===== src/rtl/bp_be_loop_prefetch_issuer.sv =====
// rtl/bp_be_loop_prefetch_issuer.sv - expands inferred-loop records into deduplicated block prefetches
module bp_be_loop_prefetch_issuer
  #(parameter int vaddr_width_p        = 39
  , parameter int output_range_p       = 8
  , parameter int stride_width_p       = 8
  , parameter int max_prefetch_p       = 16
  , parameter int block_offset_width_p = 6
  )
  (input  logic                      clk_i
  , input  logic                      reset_i
  , input  logic                      loop_v_i
  , input  logic [output_range_p-1:0] loop_remaining_i
  , input  logic [vaddr_width_p-1:0]  loop_pc_i
  , input  logic [vaddr_width_p-1:0]  loop_eff_addr_i
  , input  logic [stride_width_p-1:0] loop_stride_i
  , output logic                      loop_yumi_o
  , input  logic                      flush_i
  , output logic                      pf_v_o
  , output logic [vaddr_width_p-1:0]  pf_addr_o
  , output logic [vaddr_width_p-1:0]  pf_pc_o
  , input  logic                      pf_ready_and_i
  , output logic                      busy_o
  );

  localparam int blk_width_lp = vaddr_width_p - block_offset_width_p;

  typedef enum logic {e_idle, e_issue} state_e;
  state_e state_r, state_n;

  logic [vaddr_width_p-1:0]  addr_r, pc_r;
  logic [stride_width_p-1:0] stride_r;
  logic [output_range_p-1:0] count_r;
  logic [blk_width_lp-1:0]   last_blk_r;
  logic                      last_blk_v_r;

  logic                      in_issue, dup, advance, issue_fire, record_empty;
  logic [blk_width_lp-1:0]   cur_blk;
  logic [output_range_p-1:0] count_clamp;
  logic [vaddr_width_p-1:0]  loop_stride_sext, stride_sext;

  assign in_issue = (state_r == e_issue);
  assign cur_blk  = addr_r[vaddr_width_p-1:block_offset_width_p];
  assign dup      = last_blk_v_r & (cur_blk == last_blk_r);

  assign loop_yumi_o = ~in_issue & loop_v_i & ~flush_i;
  assign pf_v_o      = in_issue & ~dup & ~flush_i;
  assign pf_addr_o   = {cur_blk, {block_offset_width_p{1'b0}}};
  assign pf_pc_o     = pc_r;
  assign busy_o      = in_issue;

  assign issue_fire = pf_v_o & pf_ready_and_i;
  // A duplicate block is skipped without consulting the D$ handshake
  assign advance    = in_issue & ~flush_i & (dup | pf_ready_and_i);

  assign count_clamp  = (loop_remaining_i > output_range_p'(max_prefetch_p))
                        ? output_range_p'(max_prefetch_p) : loop_remaining_i;
  assign record_empty = (count_clamp == '0) | (loop_stride_i == '0);

  assign loop_stride_sext = {{(vaddr_width_p-stride_width_p){loop_stride_i[stride_width_p-1]}}, loop_stride_i};
  assign stride_sext      = {{(vaddr_width_p-stride_width_p){stride_r[stride_width_p-1]}}, stride_r};

  always_comb begin
    state_n = state_r;
    case (state_r)
      e_idle:  if (loop_yumi_o & ~record_empty) state_n = e_issue;
      e_issue: if (flush_i) state_n = e_idle;
               else if (advance & (count_r == output_range_p'(1))) state_n = e_idle;
      default: state_n = e_idle;
    endcase
  end

  always_ff @(posedge clk_i) begin
    if (reset_i) begin
      state_r      <= e_idle;
      addr_r       <= '0;
      pc_r         <= '0;
      stride_r     <= '0;
      count_r      <= '0;
      last_blk_r   <= '0;
      last_blk_v_r <= 1'b0;
    end else begin
      state_r <= state_n;
      if (loop_yumi_o) begin
        addr_r       <= loop_eff_addr_i + loop_stride_sext;
        pc_r         <= loop_pc_i;
        stride_r     <= loop_stride_i;
        count_r      <= count_clamp;
        last_blk_v_r <= 1'b0;
      end else if (advance) begin
        addr_r  <= addr_r + stride_sext;
        count_r <= count_r - output_range_p'(1);
        if (issue_fire) begin
          last_blk_r   <= cur_blk;
          last_blk_v_r <= 1'b1;
        end
      end
    end
  end

endmodule


===== config.mk =====
export PLATFORM = sky130hd
export DESIGN_NAME = bp_be_loop_prefetch_issuer
export DESIGN_NICKNAME = d
export VERILOG_FILES = /design/src/rtl/bp_be_loop_prefetch_issuer.sv
export SDC_FILE = /design/constraint.sdc
export NUM_CORES = 1
export LEC_CHECK = 0
export CORE_ASPECT_RATIO = 1.1
export CORE_MARGIN = 1.5
export CORE_UTILIZATION = 54
export DETAILED_ROUTE_END_ITERATION = 7
export PLACE_DENSITY = 0.82
export SYNTH_ARGS = -nofsm -noshare
export SYNTH_HDL_FRONTEND = slang
export SYNTH_SLANG_ARGS = --single-unit
export TNS_END_PERCENT = 50

===== constraint.sdc =====
create_clock -name clk_i -period 4.3 [get_ports clk_i]
set_input_delay 1.075 -clock clk_i [delete_from_list [all_inputs] [get_ports clk_i]]
set_output_delay 1.075 -clock clk_i [all_outputs]
set_load 0.005 [all_outputs]

* Word-level counts from Yosys, hierarchy flattened
Cells that the tools add are included.
Storage, ports and cells: bits in registers 129, output and inout bits 81
Operators by class: add/sub/neg operators 3, $lt $le $gt $ge 1, equality and inequality tests 2, multiplexer cells 9, bitwise operators 17, reductions and logical operators 6
Operators by type and width (count):
- $add 39x39->39 | 2
- $mux 39 | 2
- $eq 33x33->1 | 1
- $mux 8 | 3
- $logic_not 8->1 | 2
- $and 1x1->1 | 10
- $eq 8x1->1 const B | 1
- $gt 8x5->1 const B | 1
- $sub 8x1->8 const B | 1
- $not 1->1 | 5
- $mux 1 | 3
- $reduce_and 3->1 | 1
- $or 1x1->1 | 2
- $pmux 1 s2 | 1
- $reduce_and 2->1 | 1
- $reduce_bool 2->1 | 1
- $reduce_or 2->1 | 1

* Longest topological paths before layout
Gate-level depths: netlist (run 1).
depth in word-level cells 8, gate-level depth with buffers 13

* Least setup slack after synthesis (run 1)
Ideal clock, no wire load.
path type input to register, start point in loop_eff_addr_i[14], end point reg addr_r[31], arrival 3.325 ns, required time 4.214 ns, path slack 0.889 ns, stages 12, buffers on the path 1, cell sequence ha_1 buf_2 a21oi_1 o21a_1 o221ai_1 or3_1 o21ai_2 o31a_1 nor2_1 a311o_1 xnor2_1 a211oi_1
Between the ends: word-level cells in the longest chain between the ends 2
Ends and longest elaborated chain:
- start, declared | line 14 | , input logic [vaddr_width_p-1:0] loop_eff_addr_i
- $add 39x39->39 | line 84 | addr_r <= loop_eff_addr_i + loop_stride_sext;
- $mux 39 | line 83 | if (loop_yumi_o) begin
- end signal, assigned | line 84
- end signal, assigned | line 90 | addr_r <= addr_r + stride_sext;
- end, declared | line 30 | logic [vaddr_width_p-1:0] addr_r, pc_r;
Every way passes these cells. A chain may end at the register's enable or synchronous reset.

* Worst setup path in the final report (run 1)
start point in loop_stride_i[0], end point reg addr_r[32]
Between the ends: word-level cells in the longest chain between the ends 2
Ends and longest elaborated chain:
- start, declared | line 15 | , input logic [stride_width_p-1:0] loop_stride_i
- $add 39x39->39 | line 84
- $mux 39 | line 83
Every way passes these cells.

==> run_results.csv, run 1 <==
group,metric,value,unit
synthesis,synth.top_cells.by_area,"sky130_fd_sc_hd__dfxtp_1 (27%), sky130_fd_sc_hd__ha_1 (10%), sky130_fd_sc_hd__a21oi_1 (7.3%), sky130_fd_sc_hd__nand2_1 (6.5%), sky130_fd_sc_hd__xor2_1 (5.8%)",
worst_hold_path,path_category_of_the_worst_min_delay_check,"reg2reg",
clock_tree,clock_tree.root_cell,"sky130_fd_sc_hd__clkbuf_16",
setup_path,crit_path_end_kind,"flop",
setup_path,regToRegStartpoint,"stride_r[7]",
power,power.clock.fraction,0.381,
synthesis,post_synth_num_cell_types,75,
drt,first_pass_iters,5,
setup_path,path_delay_family,"compound AO/OA/AOI/OAI gates",
power,total_leakage_power,5.06,nW
cells_and_area,fin_area,11700,um2
synthesis,most_frequently_used_cell_type_in_the_post_synthesis_netlist,"sky130_fd_sc_hd__nand2_1",
power,switchingPower,0.00111,W
synthesis,synth-edff-count,0,
run_status,run_status,"completed",
synthesis,syn-instance-count,1206,
power,swShare,0.307,
floorplanning,dieHeight,142,um
power,totalPowerFinal,0.00363,W
global_route,grt_remaining_overflow,0,
clock_tree,cts_resized,0,
synthesis,yosys_warnings,0,
drt,route.vias.total,9131,
drt,average_via_count_per_standard_cell,5.80,
synthesis,async_flop_share,0,
clock_tree,cts_buffers,17,
drt,dr.first_iter.drc_count,527,
setup_path,worstPathCellList,"clkdlybuf4s50_1 -> ha_1 -> inv_1 -> fa_1 -> nand2b_1 -> a21oi_1 -> o2111ai_1 -> a21oi_2 -> o21ai_1 -> o21ai_2 -> a21boi_1 -> o31ai_1 -> xnor2_1 -> a211oi_1",
synthesis,synth_seq_area_share,0.273,
clock_tree,post_cts.repair.setup_buffers,0,
setup_path,setup.worst_path.class,"in2reg",
floorplanning,floorplan.die.width,129,um
clock_tree,clock-sinks,129,
sta,fin_tns_setup,0,ns
cells_and_area,final_util,0.686,
setup_path,crit_buf_inv,2,
clock_tree,number_of_buffers_on_the_longest_clock_path,2,
cells_and_area,num-fill-cells,1416,
place,dp_hpwl,19500,um
cells_and_area,areaGrowthSynthToFinish,23.8,%
synthesis,netlist.area_leader.share,0.273,
setup_path,cp_data_arrival_time,4.19,ns
power,power_density,310,nW/um2
sta,clock-skew-final,0.00792,ns
synthesis,syn_area,9460,um2
sta,worstMarginPinSlew,0.691,ns
floorplanning,coreArea,17100,um2
power,power.combinational.fraction,0.253,
global_route,grt_first_pass_wirelength,42000,um
sta,hold_viol,0,
drt,wl_per_cell,16.6,um
power,internal-power,0.00252,W
floorplanning,io_pins,180,
synthesis,synth-seq-cells,129,
synthesis,commonest_register_cell_after_synthesis,"sky130_fd_sc_hd__dfxtp_1",
setup_path,critPathSlowestCell,"sky130_fd_sc_hd__clkdlybuf4s50_1",
cells_and_area,antenna_cells_inserted,0,
setup_path,required,4.63,ns
place,place.port_buffers,173,
drt,routed_wirelength,26100,um
sta,slew-limit-headroom,0.539,
sta,finalSetupViolations,0,
sta,max_clk_rate,0.259,GHz
global_route,grt_antenna_before_repair,0,
worst_hold_path,hold_path_startpoint,"pf_pc_o[5]",
flow_run,cap_viol_max_count,0,
clock_tree,cts.hold.buffers_added,0,
place,dpl-instance-area,11100,um2
floorplanning,fp-row-count,50,
drt,postRouteAntennaNets,0,
clock_tree,cts_max_level,4,
cells_and_area,nNetsFinal,1505,
floorplanning,design.die.area,18300,um2
synthesis,postSynthAreaPerCell,7.85,um2
sta,min_period_over_period,0.897,
drt,drc,0,
clock_tree,clkLatencyLatePin,0.42,ns
sta,final-max-slew-violation-count,0,
synthesis,synth_commonest_cells,"sky130_fd_sc_hd__nand2_1 (165), sky130_fd_sc_hd__a21oi_1 (138), sky130_fd_sc_hd__dfxtp_1 (129)",
sta,rsz0062_at_grt,"no",
power,seq_power_share,0.366,
clock_tree,clkTransAtPathRegs,0.06,ns
setup_path,timing.critical_path.from_type,"input pin",
sta,final.min_clock_period,3.86,ns
setup_path,critical_path.max_fanout,4,
clock_tree,cts_tree,"yes",
global_route,grt_max_degree,64,
setup_path,crit_path_max_incr_delay,0.51,ns
place,global_placement_routability_congestion,0.926,
setup_path,worstSetupStartpoint,"loop_stride_i[0]",
global_route,first_global_vias,8538,
cells_and_area,final_layout_size_suffix_gt1_frac,0.0575,
synthesis,post-synth-top-area-cell,"sky130_fd_sc_hd__dfxtp_1",
global_route,grtUsageTotal,0.290,
power,vdd_drop_max,0.262,mV
floorplanning,initial_utilization,0.554,
worst register-to-register path, cell delays in order, from the launching register on:
cell	delay (ns)
sky130_fd_sc_hd__dfxtp_1	0.61
sky130_fd_sc_hd__buf_4	0.40
sky130_fd_sc_hd__ha_1	0.37
sky130_fd_sc_hd__and2_1	0.20
sky130_fd_sc_hd__a21o_1	0.22
sky130_fd_sc_hd__a221oi_1	0.25
sky130_fd_sc_hd__nand4_1	0.21
sky130_fd_sc_hd__o311ai_2	0.34
sky130_fd_sc_hd__o21ai_2	0.12
sky130_fd_sc_hd__a21o_1	0.21
sky130_fd_sc_hd__a211oi_2	0.21
sky130_fd_sc_hd__a31o_1	0.15
sky130_fd_sc_hd__a21oi_2	0.06
state kept, by name (all words and copies together) (netlist names):
register      cells
busy_o            1
pf_pc_o          39
last_blk_v_r      1
last_blk_r       33
addr_r           39
count_r           8
stride_r          8
metrics by stage:
step                      worst slack [ns]  cells  hold slack, ns
final                                0.443   1573           0.451
after global routing                 0.251   1573           0.467
after CTS                            0.502   1573           0.453
after detailed placement            0.0742   1541           0.445
after global placement               0.162   1541           0.435
after floorplan                      0.889   1211           0.426
power groups by stage:
stage          combinational [W]  sequential [W]  clock [W]
3_3_place_gp            0.000887         0.00135          0
3_5_place_dp            0.000897         0.00135          0
6_report                0.000917         0.00133    0.00138
4_1_cts                 0.000909         0.00133    0.00140
2_1_floorplan           0.000604         0.00133          0
5_1_grt                  0.00101         0.00133    0.00146
placed cells by master, fill, tap and decap left out, drive strengths merged, types with 36 or more instances in the layout:
master / synthesis / layout
clkdlybuf4s50: 0 / 172
nor2: 112 / 112
nand2: 166 / 166
xor2: 63 / 63
dfxtp: 129 / 129
ha: 78 / 78
o21ai: 49 / 49
a21oi: 141 / 141
mux2i: 36 / 36
xnor2: 40 / 40
area by class of cell:
class / instances / area [um2] / area share
Multi-Input combinational cell: 962 / 6290 / 0.537
Sequential cell: 129 / 2580 / 0.221
Timing Repair Buffer: 193 / 1890 / 0.162
Clock buffer: 19 / 453 / 0.0387
Tap cell: 234 / 293 / 0.0250
Clock inverter: 13 / 113 / 0.00962
Inverter: 23 / 86.3 / 0.00737
kinds of logic (layout without fill, tap and decap cells):
family,count (synthesis),after routing,synth area share
multiplexers,38,38,0.0405
buffers and inverters,120,248,0.0649
XOR/XNOR,103,103,0.0953
AO/OA/AOI/OAI,335,335,0.231
adder cells (fa/ha/maj),80,80,0.107
other,1,6,0.000396
AND/OR/NAND/NOR,400,400,0.187
flip-flops,129,129,0.273
final timing paths:
kind                     end  slack [ns]  cells past startpoint
hold / removal    pf_pc_o[5]        0.45                      2
setup reg to reg  addr_r[37]        0.83                     12
setup / recovery  addr_r[32]        0.44                     14
hold reg to reg   pf_pc_o[5]        0.45                      2
per-layer routing:
layer | up-vias | GRT usage | part of all wire | routed length (um)
li1 | 4504 | - | - | -
met4 | 0 | 0.111 | 0.028 | 725
met5 | - | 0 | 0 | 0
met1 | 4224 | 0.379 | 0.43 | 11300
met2 | 361 | 0.457 | 0.45 | 11800
met3 | 42 | 0.0735 | 0.085 | 2220
(Power assumes the default switching activity.)
==> run 2: changes to the inputs <==
--- a/config.mk
+++ b/config.mk
@@ -9,7 +9,7 @@
 export CORE_MARGIN = 1.5
 export CORE_UTILIZATION = 54
 export DETAILED_ROUTE_END_ITERATION = 7
-export PLACE_DENSITY = 0.82
+export PLACE_DENSITY = 0.84
 export SYNTH_ARGS = -nofsm -noshare
 export SYNTH_HDL_FRONTEND = slang
 export SYNTH_SLANG_ARGS = --single-unit
==> run_results.csv, run 2 (synthesized netlist as in run 1, its figures left out) <==
group,metric,value,unit
clock_tree,clkTransAtPathRegs,0.06,ns
global_route,grt_remaining_overflow,0,
place,dpl-instance-area,11100,um2
sta,min_period_over_period,0.904,
clock_tree,clock_tree.root_cell,"sky130_fd_sc_hd__clkbuf_16",
sta,fin_tns_setup,0,ns
setup_path,cp_data_arrival_time,4.22,ns
drt,route.vias.total,9301,
sta,worstMarginPinSlew,0.681,ns
clock_tree,clock-sinks,129,
setup_path,worstPathCellList,"clkdlybuf4s50_1 -> ha_1 -> inv_1 -> fa_1 -> nand2b_1 -> a21oi_1 -> o2111ai_1 -> a21oi_2 -> o21ai_1 -> o21ai_2 -> a21boi_1 -> o31ai_1 -> xnor2_1 -> a211oi_1",
clock_tree,cts_buffers,17,
place,place.port_buffers,173,
sta,slew-limit-headroom,0.545,
sta,max_clk_rate,0.257,GHz
floorplanning,fp-row-count,50,
drt,wl_per_cell,17.1,um
cells_and_area,finalNonFillerCells,1570,
place,placed_cells_incl_taps,1538,
floorplanning,io_pins,180,
floorplanning,floorplan.die.width,129,um
place,global_placement_routability_congestion,0.952,
power,vdd_drop_max,0.274,mV
sta,final-max-slew-violation-count,0,
setup_path,crit_path_end_kind,"flop",
drt,postRouteAntennaNets,0,
clock_tree,cts.hold.buffers_added,0,
cells_and_area,final_layout_size_suffix_gt1_frac,0.0554,
global_route,grt_first_pass_wirelength,43100,um
floorplanning,coreArea,17100,um2
clock_tree,cts_resized,0,
sta,hold_viol,0,
worst_hold_path,path_category_of_the_worst_min_delay_check,"reg2reg",
clock_tree,post_cts.repair.setup_buffers,0,
place,dp_hpwl,19800,um
global_route,grtUsageTotal,0.297,
drt,dr.first_iter.drc_count,580,
flow_run,cap_viol_max_count,0,
drt,drc,0,
setup_path,path_delay_family,"compound AO/OA/AOI/OAI gates",
sta,clock-skew-final,0.00997,ns
clock_tree,cts_tree,"yes",
global_route,grt_max_degree,63,
floorplanning,initial_utilization,0.554,
cells_and_area,fin_area,11700,um2
cells_and_area,layout_commonest_cell,"sky130_fd_sc_hd__clkdlybuf4s50_1",
setup_path,timing.critical_path.from_type,"input pin",
sta,final.min_clock_period,3.89,ns
setup_path,critPathSlowestCell,"sky130_fd_sc_hd__clkdlybuf4s50_1",
cells_and_area,antenna_cells_inserted,0,
setup_path,required,4.64,ns
floorplanning,dieHeight,142,um
global_route,first_global_vias,8873,
power,power_density,317,nW/um2
setup_path,critical_path.max_fanout,4,
cells_and_area,nNetsFinal,1502,
setup_path,setup.worst_path.class,"in2reg",
setup_path,crit_buf_inv,2,
clock_tree,cts_max_level,4,
global_route,grt_antenna_before_repair,0,
clock_tree,clkLatencyLatePin,0.43,ns
drt,average_via_count_per_standard_cell,5.92,
sta,rsz0062_at_grt,"no",
setup_path,crit_path_max_incr_delay,0.51,ns
cells_and_area,most-common-layout-cells,"sky130_fd_sc_hd__clkdlybuf4s50_1 (172), sky130_fd_sc_hd__nand2_1 (163), sky130_fd_sc_hd__a21oi_1 (138)",
cells_and_area,areaGrowthSynthToFinish,24.0,%
drt,first_pass_iters,5,
floorplanning,design.die.area,18300,um2
drt,routed_wirelength,26800,um
run_status,run_status,"completed",
sta,finalSetupViolations,0,
clock_tree,number_of_buffers_on_the_longest_clock_path,2,
power,total_leakage_power,5.07,nW
-- run 2: final cells by class --
type,instances,area [um2]
repair buffers,190,1880
flip-flops and latches,129,2580
inverters,23,86.3
well taps,234,293
clock buffers,18,439
fillers,1402,5350
multi-input cells,962,6290
clock inverters,14,156
-- run 2: path summary, 6_finish.rpt --
check | start | end | slack [ns] | cells after the start
max | loop_stride_i[0] | addr_r[32] | 0.41 | 14
min | pf_pc_o[6] | pf_pc_o[6] | 0.45 | 2
max reg2reg | stride_r[7] | addr_r[37] | 0.72 | 12
min reg2reg | pf_pc_o[6] | pf_pc_o[6] | 0.45 | 2
-- run 2: per-layer routing --
| layer | GRT usage | up-vias | wire length, um |
|---|---|---|---|
| met5 | 0 | - | 0 |
| met4 | 0.140 | 0 | 1020 |
| met3 | 0.0814 | 72 | 2420 |
| met2 | 0.478 | 421 | 12400 |
| met1 | 0.367 | 4310 | 11000 |
| li1 | - | 4498 | - |
-- run 2: per-stage QoR --
step / total power, W / utilization / setup WS (ns) / hold WS, ns
floorplan: 0.00193 / - / 0.889 / 0.426
global placement: 0.00224 / 0.652 / 0.157 / 0.436
detailed placement: 0.00226 / 0.652 / 0.0388 / 0.447
CTS: 0.00372 / 0.687 / 0.476 / 0.453
global route: 0.00388 / 0.687 / 0.201 / 0.474
finish: 0.00372 / 0.687 / 0.414 / 0.453
-- run 2: where the power goes --
part	switching, W	total [W]	internal (W)
Sequential	0.0000761	0.00133	0.00125
Combinational	0.000483	0.000922	0.000439
Clock	0.000588	0.00146	0.000876
Total	0.00115	0.00372	0.00257
-- run 2: worst min-delay path: cells and delay by family, from the launching register on --
kind	cells	cell delay [ns]
flip-flops	1	0.31
AND/OR/NAND/NOR	1	0.05
AO/OA/AOI/OAI	1	0.05
==> run 3: changes to the inputs <==
--- a/config.mk
+++ b/config.mk
@@ -10,6 +10,7 @@
 export CORE_UTILIZATION = 54
 export DETAILED_ROUTE_END_ITERATION = 7
 export PLACE_DENSITY = 0.84
+export SLEW_MARGIN = 20
 export SYNTH_ARGS = -nofsm -noshare
 export SYNTH_HDL_FRONTEND = slang
 export SYNTH_SLANG_ARGS = --single-unit
==> results of run 3 <==
Final layout, timing and power as in run 2 (identical DEF).
